<file path="src/rtl/reader_pkg.sv">
// Shared types and widths for the slow-domain buffer reader.
package reader_pkg;
  localparam int DATA_W = 16;
  localparam int CNT_W  = 8;

  typedef enum logic [1:0] {
    IDLE = 2'd0,
    WAIT = 2'd1,
    HOLD = 2'd2
  } state_e;
endpackage

</file>
<file path="src/rtl/reader_dwell_counter.sv">
// Loadable down-counter with zero flag; used for both dwell and response-wait timing.
module reader_dwell_counter
  import reader_pkg::*;
(
  input  logic             clk_2,
  input  logic             rst,
  input  logic             load,
  input  logic             dec,
  input  logic [CNT_W-1:0] load_val,
  output logic             zero
);

  logic [CNT_W-1:0] cnt_q, cnt_d;

  always_comb begin
    cnt_d = cnt_q;
    if (load) begin
      cnt_d = load_val;
    end else if (dec && (cnt_q != '0)) begin
      cnt_d = cnt_q - CNT_W'(1);
    end
  end

  always_ff @(posedge clk_2) begin
    if (rst) begin
      cnt_q <= '0;
    end else begin
      cnt_q <= cnt_d;
    end
  end

  assign zero = (cnt_q == '0);

endmodule

</file>
<file path="src/rtl/buffer_reader.sv">
// Pops words from the clock-crossing buffer, presents each for a fixed dwell,
// and tracks word count, sequence ordering and missing-response errors.
//
//   state | meaning
//   IDLE  | waiting for a non-empty buffer; rd_en fires on leaving
//   WAIT  | pop issued, waiting for data_2_valid or the timeout
//   HOLD  | captured word presented with data_out_valid high
module buffer_reader
  import reader_pkg::*;
#(
  parameter int HOLD_CYCLES    = 4,
  parameter int TIMEOUT_CYCLES = 8,
  parameter bit CHECK_MONO     = 1'b1
) (
  input  logic              clk_2,
  input  logic              rst,
  input  logic              buffer_empty,
  input  logic              data_2_valid,
  input  logic [DATA_W-1:0] data_2,
  output logic              rd_en,
  output logic [DATA_W-1:0] data_out,
  output logic              data_out_valid,
  output logic [CNT_W-1:0]  word_count,
  output logic              seq_error,
  output logic              timeout_err
);

  localparam logic [CNT_W-1:0] HOLD_LOAD = CNT_W'(HOLD_CYCLES - 1);
  localparam logic [CNT_W-1:0] WAIT_LOAD = CNT_W'(TIMEOUT_CYCLES - 1);

  state_e            state_q, state_d;
  logic              rd_en_q, rd_en_d;
  logic [DATA_W-1:0] data_out_q, data_out_d;
  logic              valid_q, valid_d;
  logic [CNT_W-1:0]  count_q, count_d;
  logic              seq_err_q, seq_err_d;
  logic              tmo_err_q, tmo_err_d;
  logic [DATA_W-1:0] prev_q, prev_d;
  logic              have_prev_q, have_prev_d;

  logic hold_load, hold_dec, hold_zero;
  logic wait_load, wait_dec, wait_zero;

  reader_dwell_counter u_hold_cnt (
    .clk_2    (clk_2),
    .rst      (rst),
    .load     (hold_load),
    .dec      (hold_dec),
    .load_val (HOLD_LOAD),
    .zero     (hold_zero)
  );

  reader_dwell_counter u_wait_cnt (
    .clk_2    (clk_2),
    .rst      (rst),
    .load     (wait_load),
    .dec      (wait_dec),
    .load_val (WAIT_LOAD),
    .zero     (wait_zero)
  );

  always_comb begin
    state_d     = state_q;
    rd_en_d     = 1'b0;
    data_out_d  = data_out_q;
    valid_d     = valid_q;
    count_d     = count_q;
    seq_err_d   = seq_err_q;
    tmo_err_d   = tmo_err_q;
    prev_d      = prev_q;
    have_prev_d = have_prev_q;
    hold_load   = 1'b0;
    hold_dec    = 1'b0;
    wait_load   = 1'b0;
    wait_dec    = 1'b0;

    case (state_q)
      IDLE: begin
        valid_d = 1'b0;
        if (!buffer_empty) begin
          rd_en_d   = 1'b1;
          wait_load = 1'b1;
          state_d   = WAIT;
        end
      end
      WAIT: begin
        if (data_2_valid) begin
          data_out_d  = data_2;
          valid_d     = 1'b1;
          count_d     = count_q + CNT_W'(1);
          // Equal words are legal; only a strict decrease is an error.
          if (CHECK_MONO && have_prev_q && (data_2 < prev_q)) begin
            seq_err_d = 1'b1;
          end
          prev_d      = data_2;
          have_prev_d = 1'b1;
          hold_load   = 1'b1;
          state_d     = HOLD;
        end else if (wait_zero) begin
          tmo_err_d = 1'b1;
          state_d   = IDLE;
        end else begin
          wait_dec = 1'b1;
        end
      end
      HOLD: begin
        if (hold_zero) begin
          valid_d = 1'b0;
          state_d = IDLE;
        end else begin
          hold_dec = 1'b1;
        end
      end
      default: begin
        state_d = IDLE;
      end
    endcase
  end

  always_ff @(posedge clk_2) begin
    if (rst) begin
      state_q     <= IDLE;
      rd_en_q     <= 1'b0;
      data_out_q  <= '0;
      valid_q     <= 1'b0;
      count_q     <= '0;
      seq_err_q   <= 1'b0;
      tmo_err_q   <= 1'b0;
      prev_q      <= '0;
      have_prev_q <= 1'b0;
    end else begin
      state_q     <= state_d;
      rd_en_q     <= rd_en_d;
      data_out_q  <= data_out_d;
      valid_q     <= valid_d;
      count_q     <= count_d;
      seq_err_q   <= seq_err_d;
      tmo_err_q   <= tmo_err_d;
      prev_q      <= prev_d;
      have_prev_q <= have_prev_d;
    end
  end

  assign rd_en          = rd_en_q;
  assign data_out       = data_out_q;
  assign data_out_valid = valid_q;
  assign word_count     = count_q;
  assign seq_error      = seq_err_q;
  assign timeout_err    = tmo_err_q;

endmodule

</file>
<file path="config.mk">
export PLATFORM = sky130hd
export DESIGN_NAME = buffer_reader
export DESIGN_NICKNAME = d
export VERILOG_FILES = /design/src/rtl/reader_pkg.sv /design/src/rtl/reader_dwell_counter.sv /design/src/rtl/buffer_reader.sv
export SDC_FILE = /design/constraint.sdc
export NUM_CORES = 1
export LEC_CHECK = 0
export CAP_MARGIN = 20
export CORE_MARGIN = 2
export CORE_UTILIZATION = 40
export DETAILED_ROUTE_END_ITERATION = 8
export PLACE_DENSITY = 0.66
export RECOVER_POWER = 100
export SYNTH_ARGS = -nofsm -noshare
export SYNTH_HDL_FRONTEND = slang
export SYNTH_SLANG_ARGS = --single-unit
</file>
<file path="constraint.sdc">
create_clock -name clk_2 -period 3 [get_ports clk_2]
set_input_delay 0.75 -clock clk_2 [delete_from_list [all_inputs] [get_ports clk_2]]
set_output_delay 0.75 -clock clk_2 [all_outputs]
set_load 0.005 [all_outputs]
</file>
* Word-level counts from Yosys, hierarchy flattened
Index checks and enable logic that the tools add are counted.
Widths: inputs -> output; s select.
** Word-level totals
- Input port bits :: 20
- Register bits after elaboration :: 47
- Word-level logic and storage cells :: 62
- Output and inout bits :: 28
** Cells by class
- Add/subtract/negate cells :: 3
- Mux-type cells :: 21
- Magnitude comparators :: 1
- Reduce and logical (&&, ||, !) cells :: 18
- Eq/ne operators :: 6
- Bitwise operators :: 1
** Operators with widths (number)
- $logic_not 8->1 :: 2
- $lt 16x16->1 :: 1
- $reduce_bool 8->1 :: 2
- $sub 8x1->8 const B :: 2
- $mux 2 :: 6
- $reduce_and 3->1 :: 4
- $mux 1 :: 11
- $add 8x1->8 const B :: 1
- $mux 3 :: 2
- $ne 2x2->1 const B :: 3
- $pmux 2 s3 :: 1
- $reduce_bool 2->1 :: 2
- $reduce_or 2->1 :: 2
- $logic_and 1x1->1 :: 3
- $ne 3x2->1 const B :: 1
- $pmux 1 s3 :: 1
- $reduce_bool 3->1 :: 1
- $eq 2x1->1 const B :: 1
- $eq 2x2->1 const B :: 1
- $logic_not 2->1 :: 1
- $reduce_and 2->1 :: 1
- $not 1->1 :: 1

* Longest topological paths before layout
- Word-level depth :: 7
- Mapped depth :: 7
- Gate-level depth less buffers :: 6

* By module
From an unflattened synthesis, not the netlist that was laid out.
** Second synthesis, totals
- Cell total of the unflattened synthesis :: 308
- Area total of the unflattened synthesis :: 2610.0 µm²
** By module, submodules not included
- buffer_reader :: seq. area each 620.6 µm², cells each 190, area an instance 1579.0 µm², times used 1
- reader_dwell_counter :: seq. area each 160.2 µm², cells each 59, area an instance 515.5 µm², times used 2

* Worst setup path after synthesis
OpenSTA, ideal clock, no wires.
- Path kind :: input to register
- Start :: in data_2[14]
- End :: reg seq_err_q (netlist: seq_error)
- Path buffers :: 0
- Path slack :: 0.960 ns
- Required time :: 2.869 ns
- Setup time :: 0.131 ns
- Arrival time :: 1.909 ns
- Stages :: 5
- Path through :: ha_1 nand4_1 or2_2 a2111oi_0 o41ai_1
** Between the ends
- Word-level cells in the longest chain between the ends :: 3
** Ends and longest elaborated chain
- from (decl) :: RTL line buffer_reader.sv:19 : input logic [DATA_W-1:0] data_2,
- $lt 16x16->1 :: RTL line buffer_reader.sv:92 : if (CHECK_MONO && have_prev_q && (data_2 < prev_q)) begin
- $logic_and 1x1->1 :: RTL line buffer_reader.sv:92
- $reduce_and 3->1 (no source line)
- to (signal assigned) :: RTL line buffer_reader.sv:137 : seq_err_q <= seq_err_d;
- to (decl) :: RTL line buffer_reader.sv:36 : logic seq_err_q, seq_err_d;
Every way passes these cells.
A chain may end at the register's enable or synchronous reset.

* Final worst setup path
Ends and elaborated chain as after synthesis.

==> results.yml <==
critical_path:
  worstSetupEndpoint: "seq_error$_SDFFE_PP0P_"
  crit_path_cell_trace: "dlygate4sd3_1 -> ha_1 -> nand4_1 -> or2_2 -> a2111oi_0 -> o41ai_1"
  worst_path_dominant_cell_family: "compound AO/OA/AOI/OAI gates"
  worst-path-buf-inv: 1
  setup.worst_path.start: "data_2[14]"
  crit_path_max_fanout: 3
  criticalPathCategory: "in -> reg"
  type_of_origin_of_the_critical_path: "primary input"
  timing.reg2reg.setup_slack_ns: 1.01
  reg2regPathDepth: 6
  reg2reg_to: "u_hold_cnt.cnt_q[1]$_SDFFE_PP0P_"
  crit_slowest_cell: "dlygate4sd3_1"
  timing.critical_path.to_type: "register"
  data_arrival_at_the_endpoint_of_the_critical_path_ns: 2.64
  timing.rr.start: "u_hold_cnt.cnt_q[0]$_SDFFE_PP0P_"
  worstSetupPathDepth: 6
  worstPathRequired_ns: 3.17
  critical_path.max_stage_delay_ns: 0.56
timing:
  clock_skew_ns: 0.006126
  finalHoldWorstSlack_ns: 0.4723
  unrepaired_setup_endpoints_after_global_routing: "false"
  post_route_minimum_period_ns: 2.468
  hold_viol: 0
  timing.fmax_mhz: 405.2
  timing.setup.tns_ns: 0
  tightestPinTransition_ns: 0.8652
  min_period_over_period_pct: 82.26
  timing.max_slew.rel_slack_pct: 42.32
  setup_viol: 0
  drv_slew: 0
  fin_ws_ns: 0.5321
layout:
  finish.utilization_pct: 53.33
  postLayoutCellArea_um2: 2973
  layout-area-overhead-vs-synth_pct: 26.52
  filler_cell_count: 550
  antenna_cells_inserted: 0
  layout-drive-gt1-share_pct: 4.601
  nets: 365
  layout.cells.most_common: "dfxtp_1"
  leading_cell_types_in_the_layout_fill_and_taps_excluded: "dfxtp_1, nand2_1, dlygate4sd3_1, a21oi_1, nor2_1"
clocking:
  clk_path_buf_depth: 2
  cts-htree-levels: 2
  clkTransAtPathRegs_ns: 0.08
  post_cts_resized: 0
  clock-sinks: 47
  cts_buffers: 5
  tritoncts: "yes"
  postCtsHoldBufs: 0
  clkLatencyLatePin_ns: 0.30
  clock_root_buffer: "clkbuf_8"
  post_cts_setup_repair_bufs: 0
floorplan:
  io_pins: 48
  core.rowCount: 27
  die-height_um: 80.65
  fp.dieArea_um2: 6504
  core_area_um2: 5574
  die-width_um: 80.65
  initial_core_util_pct: 42.15
synth:
  netlist_area_um2: 2350
  synth_top_area_share_pct: 40.04
  synth_area_per_inst_um2: 8.452
  synthesized_netlist_cell_count: 278
  yosys_warnings: 0
  synth-seq-cells: 47
  seq_total_area_yosys_pct: 40.04
  postSynthNetCount: 318
  netlist.top_cell.by_area: "dfxtp_1"
  yosys.cell_types.count: 45
  top_area_cells_in_the_synthesized_netlist: "dfxtp_1, ha_1, nand2_1, a21oi_1, nor2_1"
power:
  p_sw_share_pct: 25.53
  switch_pwr_uw: 325.7
  peak_supply_drop_uv: 200.2
  static-leakage-power_nw: 1.149
  internal_pwr_total_uw: 949.8
  sequentialPowerShare_pct: 52.2
  power_frac_clock_pct: 32.8
  power_per_cell_area_nw_per_um2: 429.0
  power.share.combinational_pct: 15.0
place:
  dp.final_hpwl_mm: 3.701
  port-buffer-count: 47
  dpl_worst_slack_ns: 0.3753
  finalWeightedCongestion: 0.7588
  placed_area_um2: 2894
drt:
  drt-vias-per-instance: 5.010
  detailed_route_iter0_violations: 55
  routed_wirelength_mm: 4.901
  detail_routed_net_length_per_standard_cell_um: 12.31
  route.detailed.drc: 0
  ant_nets: 0
  dr_total_vias: 1994
  detail_route.first_pass.iterations: 4
global_route:
  grt_start_max_net_pins: 20
  initial_antenna_violation_count: 0
  gr-total-overflow: 0
  track_usage_pct: 16.35
  grt_pass1_wl_mm: 8.328
  grt_pass1_vias: 1881
min_path:
  min_path_type: "reg -> reg"
flow_run:
  drv_cap: 0
status:
  outcome: "finished, final reports clean"
-- Yosys cell counts, drive strengths merged --
cell type / count
a2111oi: 5
a211oi: 3
a21boi: 1
a21o: 1
a21oi: 29
a31oi: 1
and3: 1
and3b: 1
buf: 2
clkbuf: 9
dfxtp: 47
ha: 20
inv: 21
mux2: 1
mux2i: 1
nand2: 39
nand2b: 4
nand3: 5
nand3b: 1
nand4: 7
nand4bb: 1
nor2: 26
nor2b: 1
nor3: 7
nor3b: 1
nor4: 2
nor4b: 1
o2111ai: 3
o211ai: 2
o21a: 2
o21ai: 4
o21ba: 1
o41ai: 1
or2: 2
or3: 5
or3b: 1
or4: 1
or4b: 1
xnor2: 8
xor2: 9
-- worst min-delay path by stage --
| stage | from | to | slack (ns) | cells after the start |
|---|---|---|---|---|
| finish | prev_q[9]$_SDFFE_PP0P_ | prev_q[9]$_SDFFE_PP0P_ | 0.47 | 2 |
| floorplan | have_prev_q$_SDFFE_PP0P_ | have_prev_q$_SDFFE_PP0P_ | 0.44 | 2 |
| detailed placement | have_prev_q$_SDFFE_PP0P_ | have_prev_q$_SDFFE_PP0P_ | 0.46 | 2 |
| global route | prev_q[6]$_SDFFE_PP0P_ | prev_q[6]$_SDFFE_PP0P_ | 0.50 | 2 |
| CTS | prev_q[11]$_SDFFE_PP0P_ | prev_q[11]$_SDFFE_PP0P_ | 0.48 | 2 |
| global placement | seq_error$_SDFFE_PP0P_ | seq_error$_SDFFE_PP0P_ | 0.45 | 2 |
-- metal layers --
layer	track usage, %	part of all wire (%)	up-vias	wire (um)
li1	-	-	1047	-
met1	20.77	48	910	2360
met2	26.75	47	30	2305
met3	4.270	3.6	7	174
met4	5.593	1.2	0	60
met5	0	0	-	0
-- cells by family (layout without fill, tap and decap cells) --
logic type | count (synthesis) | after routing | share of synthesized area, %
DFF | 47 | 47 | 40.04
and+or+nand+nor | 107 | 107 | 22.31
adders and majority gates | 20 | 20 | 10.65
AOI/OAI and AO/OA | 53 | 53 | 14.43
buffers and inverters | 32 | 80 | 5.325
muxes | 2 | 2 | 0.9052
xor gates and xnor gates | 17 | 17 | 6.337
-- through the flow --
stage,cells,total power [mW]
global placement,390,0.8807
detailed placement,390,0.8832
global route,398,1.351
CTS,398,1.304
floorplan,278,0.8010
finish,398,1.275
-- worst min-delay path: stages (launching register included) --
cell	delay (ns)
dfxtp_1	0.33
nand2_1	0.05
a21oi_1	0.05
-- power by group through the flow --
stage	logic (mW)	registers [mW]	clock network [mW]
floorplan	0.124	0.677	0
global placement	0.199	0.681	0
detailed placement	0.201	0.682	0
CTS	0.203	0.667	0.434
global route	0.215	0.671	0.465
finish	0.191	0.666	0.418
-- registers in the layout (all words and copies together), names as in the netlist --
signal / flops
state_q: 2
timeout_err: 1
u_wait_cnt.cnt_q: 8
word_count: 8
prev_q: 16
data_out_valid: 1
have_prev_q: 1
u_hold_cnt.cnt_q: 8
seq_error: 1
rd_en: 1
-- area by class of cell --
type,instances,area [um^2],area share [%]
clock buffer,8,100.1,3.367
inverter,21,78.83,2.652
multi-input combinational,199,1270,42.72
tap,72,90.09,3.030
sequential,47,940.9,31.65
timing repair buffer,51,493.0,16.58
No activity file was read; power rests on OpenSTA's default activity.
